[config.mk]
export PLATFORM = sky130hd
export DESIGN_NAME = lfsr_gen
export DESIGN_NICKNAME = d
export VERILOG_FILES = /design/src/rtl/lfsr_pkg.sv /design/src/rtl/lfsr_next.sv /design/src/rtl/lfsr_gen.sv
export SDC_FILE = /design/constraint.sdc
export NUM_CORES = 1
export LEC_CHECK = 0
export BUFFER_PORTS_ARGS = -buffer_cell sky130_fd_sc_hd__buf_2
export CORE_ASPECT_RATIO = 1.1
export CORE_MARGIN = 1
export CORE_UTILIZATION = 49
export CTS_CLUSTER_SIZE = 40
export DETAILED_ROUTE_END_ITERATION = 7
export PLACE_DENSITY = 0.73
export SLEW_MARGIN = 20
export SYNTH_ARGS = -nofsm -noshare
export SYNTH_HDL_FRONTEND = slang
export SYNTH_SLANG_ARGS = --single-unit
[constraint.sdc]
create_clock -name clk -period 2.2 [get_ports clk]
set_input_delay 0.66 -clock clk [delete_from_list [all_inputs] [get_ports clk]]
set_output_delay 0.66 -clock clk [all_outputs]
set_load 0.02 [all_outputs]
[src/rtl/lfsr_pkg.sv]
// Shared types and known-maximal tap constants for the LFSR generators.
package lfsr_pkg;

  typedef enum logic {LFSR_FIB, LFSR_GAL} lfsr_mode_e;

  localparam logic [7:0]  LFSR8_MAX_TAPS  = 8'hB8;
  localparam logic [15:0] LFSR16_MAX_TAPS = 16'hB400;

endpackage

[src/rtl/lfsr_next.sv]
// Combinational LFSR next-state function, Fibonacci or Galois form.
module lfsr_next
  import lfsr_pkg::*;
#(
  parameter int                 WIDTH = 8,
  parameter logic [WIDTH-1:0]   TAPS  = 8'hB8,
  parameter lfsr_mode_e         MODE  = LFSR_FIB
) (
  input  logic [WIDTH-1:0] q,
  output logic [WIDTH-1:0] nxt
);

  generate
    if (MODE == LFSR_FIB) begin : g_fib
      // Feedback is the parity of the tapped bits, shifted in at the LSB.
      assign nxt = {q[WIDTH-2:0], ^(q & TAPS)};
    end else begin : g_gal
      assign nxt = (q >> 1) ^ (q[0] ? TAPS : {WIDTH{1'b0}});
    end
  endgenerate

endmodule

[src/rtl/lfsr_gen.sv]
// LFSR generator with seed capture, step enable and period measurement.
module lfsr_gen
  import lfsr_pkg::*;
#(
  parameter int               WIDTH = 8,
  parameter logic [WIDTH-1:0] TAPS  = 8'hB8,
  parameter lfsr_mode_e       MODE  = LFSR_FIB
) (
  input  logic             clk,
  input  logic             reset,
  input  logic [WIDTH-1:0] seed,
  input  logic             load,
  input  logic             en,
  output logic [WIDTH-1:0] q,
  output logic [WIDTH-1:0] period,
  output logic             period_valid,
  output logic             no_repeat,
  output logic             zero_seed
);

  logic [WIDTH-1:0] nxt;
  logic [WIDTH-1:0] start_p0;
  logic [WIDTH-1:0] cnt_p0;

  // An all-zero seed would lock most tap sets at zero, so it becomes 1.
  function automatic logic [WIDTH-1:0] sanitise(input logic [WIDTH-1:0] s);
    return (s == '0) ? {{(WIDTH-1){1'b0}}, 1'b1} : s;
  endfunction

  lfsr_next #(
    .WIDTH (WIDTH),
    .TAPS  (TAPS),
    .MODE  (MODE)
  ) u_next (
    .q   (q),
    .nxt (nxt)
  );

  // Stage p0: state, start reference, step counter and sticky flags.
  always_ff @(posedge clk) begin
    if (reset || load) begin
      q            <= sanitise(seed);
      start_p0     <= sanitise(seed);
      cnt_p0       <= '0;
      period       <= '0;
      period_valid <= 1'b0;
      no_repeat    <= 1'b0;
      zero_seed    <= (seed == '0);
    end else if (en) begin
      q <= nxt;
      if (cnt_p0 != '1)
        cnt_p0 <= cnt_p0 + 1'b1;
      if (nxt == start_p0 && !period_valid && !no_repeat) begin
        period       <= cnt_p0 + 1'b1;
        period_valid <= 1'b1;
      end else if (cnt_p0 == '1 && !period_valid) begin
        // 2^WIDTH steps without return: the start state is off any cycle.
        no_repeat <= 1'b1;
      end
    end
  end

endmodule

==> impl_metrics.json <==
{
  "cts_buffers": 5,
  "nNetsFinal": 209,
  "hold_buffers": 0,
  "worst_setup_path_end_kind": "register",
  "netSwitchingPower_uw": 341,
  "grt_max_degree": 27,
  "crit_path_max_fanout": 7,
  "cts_root_buf": "clkbuf_4",
  "synth_cells": 165,
  "status": "finished, violations left",
  "clk_pin_slew_ns": 0.10,
  "finalWirelength_mm": 3.20,
  "viasPerCell": 5.45,
  "slowest_stage": "or4b_4",
  "first_global_vias": 1224,
  "via_count": 1260,
  "fillers": 272,
  "overflow": 0,
  "synth_edf_count": 17,
  "slew_viol_final": 0,
  "clk_path_buf_depth": 2,
  "relSlewSlack_pct": 74.6,
  "cts_resized": 0,
  "power.density_mw_per_mm2": 700,
  "swShare_pct": 25.6,
  "ant_nets": 0,
  "n_antenna_cell": 0,
  "syn_nets": 178,
  "placed_area_sq_mm": 0.00183,
  "finClkSkew_ns": 0.0148,
  "start_kind": "register",
  "num_rows": 21,
  "drc_errors": 6,
  "antenna_found_initial": 0,
  "leakage_nw": 0.813,
  "design_area_sq_mm": 0.00190,
  "cp_top_family": "XOR/XNOR gates",
  "synth.top_cells.by_area": "edfxtp_1, dfxtp_1, nand2_1",
  "worstSetupPathType": "register to register",
  "cp.arrival_ns": 2.30,
  "power_frac_comb_pct": 12.9,
  "hp-class": "register to register",
  "detailed_place_hpwl_mm": 2.28,
  "finalSetupViolCount": 0,
  "cts_tree": "yes",
  "dp_cells": 223,
  "peakVddDrop_v": 0.000476,
  "postCtsSetupBuffers": 0,
  "num_io_pins": 31,
  "dr.pass1.iters": 6,
  "synth_flop_cell": "dfxtp_1",
  "drv_cap": 0,
  "seq_area_frac_synth_pct": 53.2,
  "crit_required_ns": 2.44,
  "syn_area_sq_mm": 0.00164,
  "p_int_uw": 989,
  "finalPower_mw": 1.33,
  "core_area_sq_mm": 0.00313,
  "async_flop_share_pct": 0,
  "worst_pin_slew_ns": 0.381,
  "cp_cell_sequence": "xnor2_2 > xor3_1 > or4b_4 > buf_4 > mux2i_1",
  "portBuffers": 30,
  "area_growth_pct": 16.0,
  "die_x_um": 57.1,
  "clock_latency_ns": 0.36,
  "path_buf_inv": 1,
  "routedWlPerCell_um": 13.8,
  "sequentialPowerShare_pct": 56.2,
  "initialDrtViolationCount": 48,
  "syn_area_per_cell_sq_um": 9.93,
  "synth_seq_cells": 35,
  "grt_usage_pct": 20.9,
  "rsz0062_at_grt": "no",
  "start_util_pct": 52.4,
  "fp.dieArea_sq_mm": 0.00358,
  "power_frac_clock_pct": 30.9,
  "synth_top_cell_by_area": "edfxtp_1",
  "synthDistinctLibCells": 32,
  "die_h_um": 62.6,
  "fin_crit_ns": 2.06,
  "fin_ws_ns": 0.140,
  "synth-warning-count": 0,
  "final_layout_size_suffix_gt1_share_pct": 23.9,
  "synth_top_area_share_pct": 31.2,
  "pre_cts_ws_ns": 0.0637,
  "fmax_mhz": 486,
  "grt_pass1_wl_mm": 5.53,
  "place.gp.congestion": 0.789,
  "post-route-period-util_pct": 93.6,
  "hold_violations": 0,
  "slowest_delay_ns": 0.56,
  "violations": "design-rule violations",
  "h-tree-depth": 2,
  "layout.cells.non_filler": 231,
  "fin_setup_tns_ns": 0,
  "cts_sinks": 35
}
==> cell usage in the layout (no fill, tap or decap), drive strengths merged, types with 2 or more instances in the layout <==
| master | Yosys | final |
|---|---|---|
| nand2 | 36 | 36 |
| xnor2 | 11 | 11 |
| clkbuf | 11 | 8 |
| inv | 3 | 3 |
| nand4 | 3 | 3 |
| dfxtp | 18 | 18 |
| o21ai | 8 | 8 |
| or3 | 7 | 7 |
| edfxtp | 17 | 17 |
| a21oi | 7 | 7 |
| mux2i | 8 | 8 |
| nand3 | 2 | 2 |
| buf | 1 | 36 |
| xor2 | 3 | 3 |
| nor3 | 5 | 5 |
| or4 | 2 | 2 |
| mux2 | 2 | 2 |
| nor2 | 8 | 8 |
==> stage by stage <==
stage	utilization, %	hold WS, ns
2_1_floorplan	-	0.492
3_3_place_gp	58.5	0.445
3_5_place_dp	58.5	0.455
4_1_cts	60.7	0.471
5_1_grt	60.7	0.491
6_report	60.7	0.462
==> flip-flops by register name, indices dropped and copies added (netlist names) <==
| name | flops |
|---|---|
| no_repeat | 1 |
| period | 8 |
| start_p0 | 8 |
| period_valid | 1 |
| q | 8 |
| zero_seed | 1 |
| cnt_p0 | 8 |
==> routing by layer <==
metal | part of all wire, % | track usage (%)
met3 | 4.6 | 4.55
met1 | 44 | 25.4
met5 | 0 | 0
met4 | 3.0 | 12.8
met2 | 49 | 33.4
==> worst min-delay path, cell delays in order, from the launching register on <==
cell and delay, ns:
dfxtp_1 0.32, nand2_1 0.05, mux2i_1 0.05
==> cells by family (layout without fill, tap and decap cells) <==
kind of cell	Yosys count	count (layout)	share of synthesized area (%)
compound gates	19	19	6.42
xor+xnor	15	15	8.94
fa+ha+maj	1	1	0.764
buf+inv	16	48	4.12
flops	35	35	53.2
mux	10	10	6.49
simple gates	69	69	20.1
==> synthesized netlist by cell type, types with 2 or more instances <==
cell type,n
or4_1,2
mux2i_1,8
nand4_1,3
a21oi_1,7
dfxtp_1,18
edfxtp_1,17
nand2_1,36
clkbuf_1,11
xor2_1,3
o21ai_0,8
nor2_1,8
inv_1,3
nand3_1,2
or3_1,7
nor3_1,5
xnor2_1,11
==> final timing paths <==
path,startpoint,to,depth (start not counted),slack (ns)
setup / recovery,q[7],period[1],5,0.14
hold / removal,period[2],period[2],2,0.46
setup reg to reg,q[7],period[1],5,0.14
hold reg to reg,period[2],period[2],2,0.46
==> cell type report <==
type	count	area (sq um)	area share [%]
multi-input cells	114	707	37.2
repair buffers	36	195	10.3
well taps	34	42.5	2.24
clock buffers	8	68.8	3.62
inverters	4	15.0	0.791
flip-flops and latches	35	871	45.8
==> power by group through the flow <==
stage,Combinational (mW),Clock [mW],Sequential [mW]
after CTS,0.173,0.421,0.748
after global placement,0.169,0,0.761
after floorplan,0.0976,0,0.781
after global routing,0.187,0.449,0.753
final,0.172,0.410,0.748
after detailed placement,0.172,0,0.763
No activity file was read; power rests on OpenSTA's default activity.
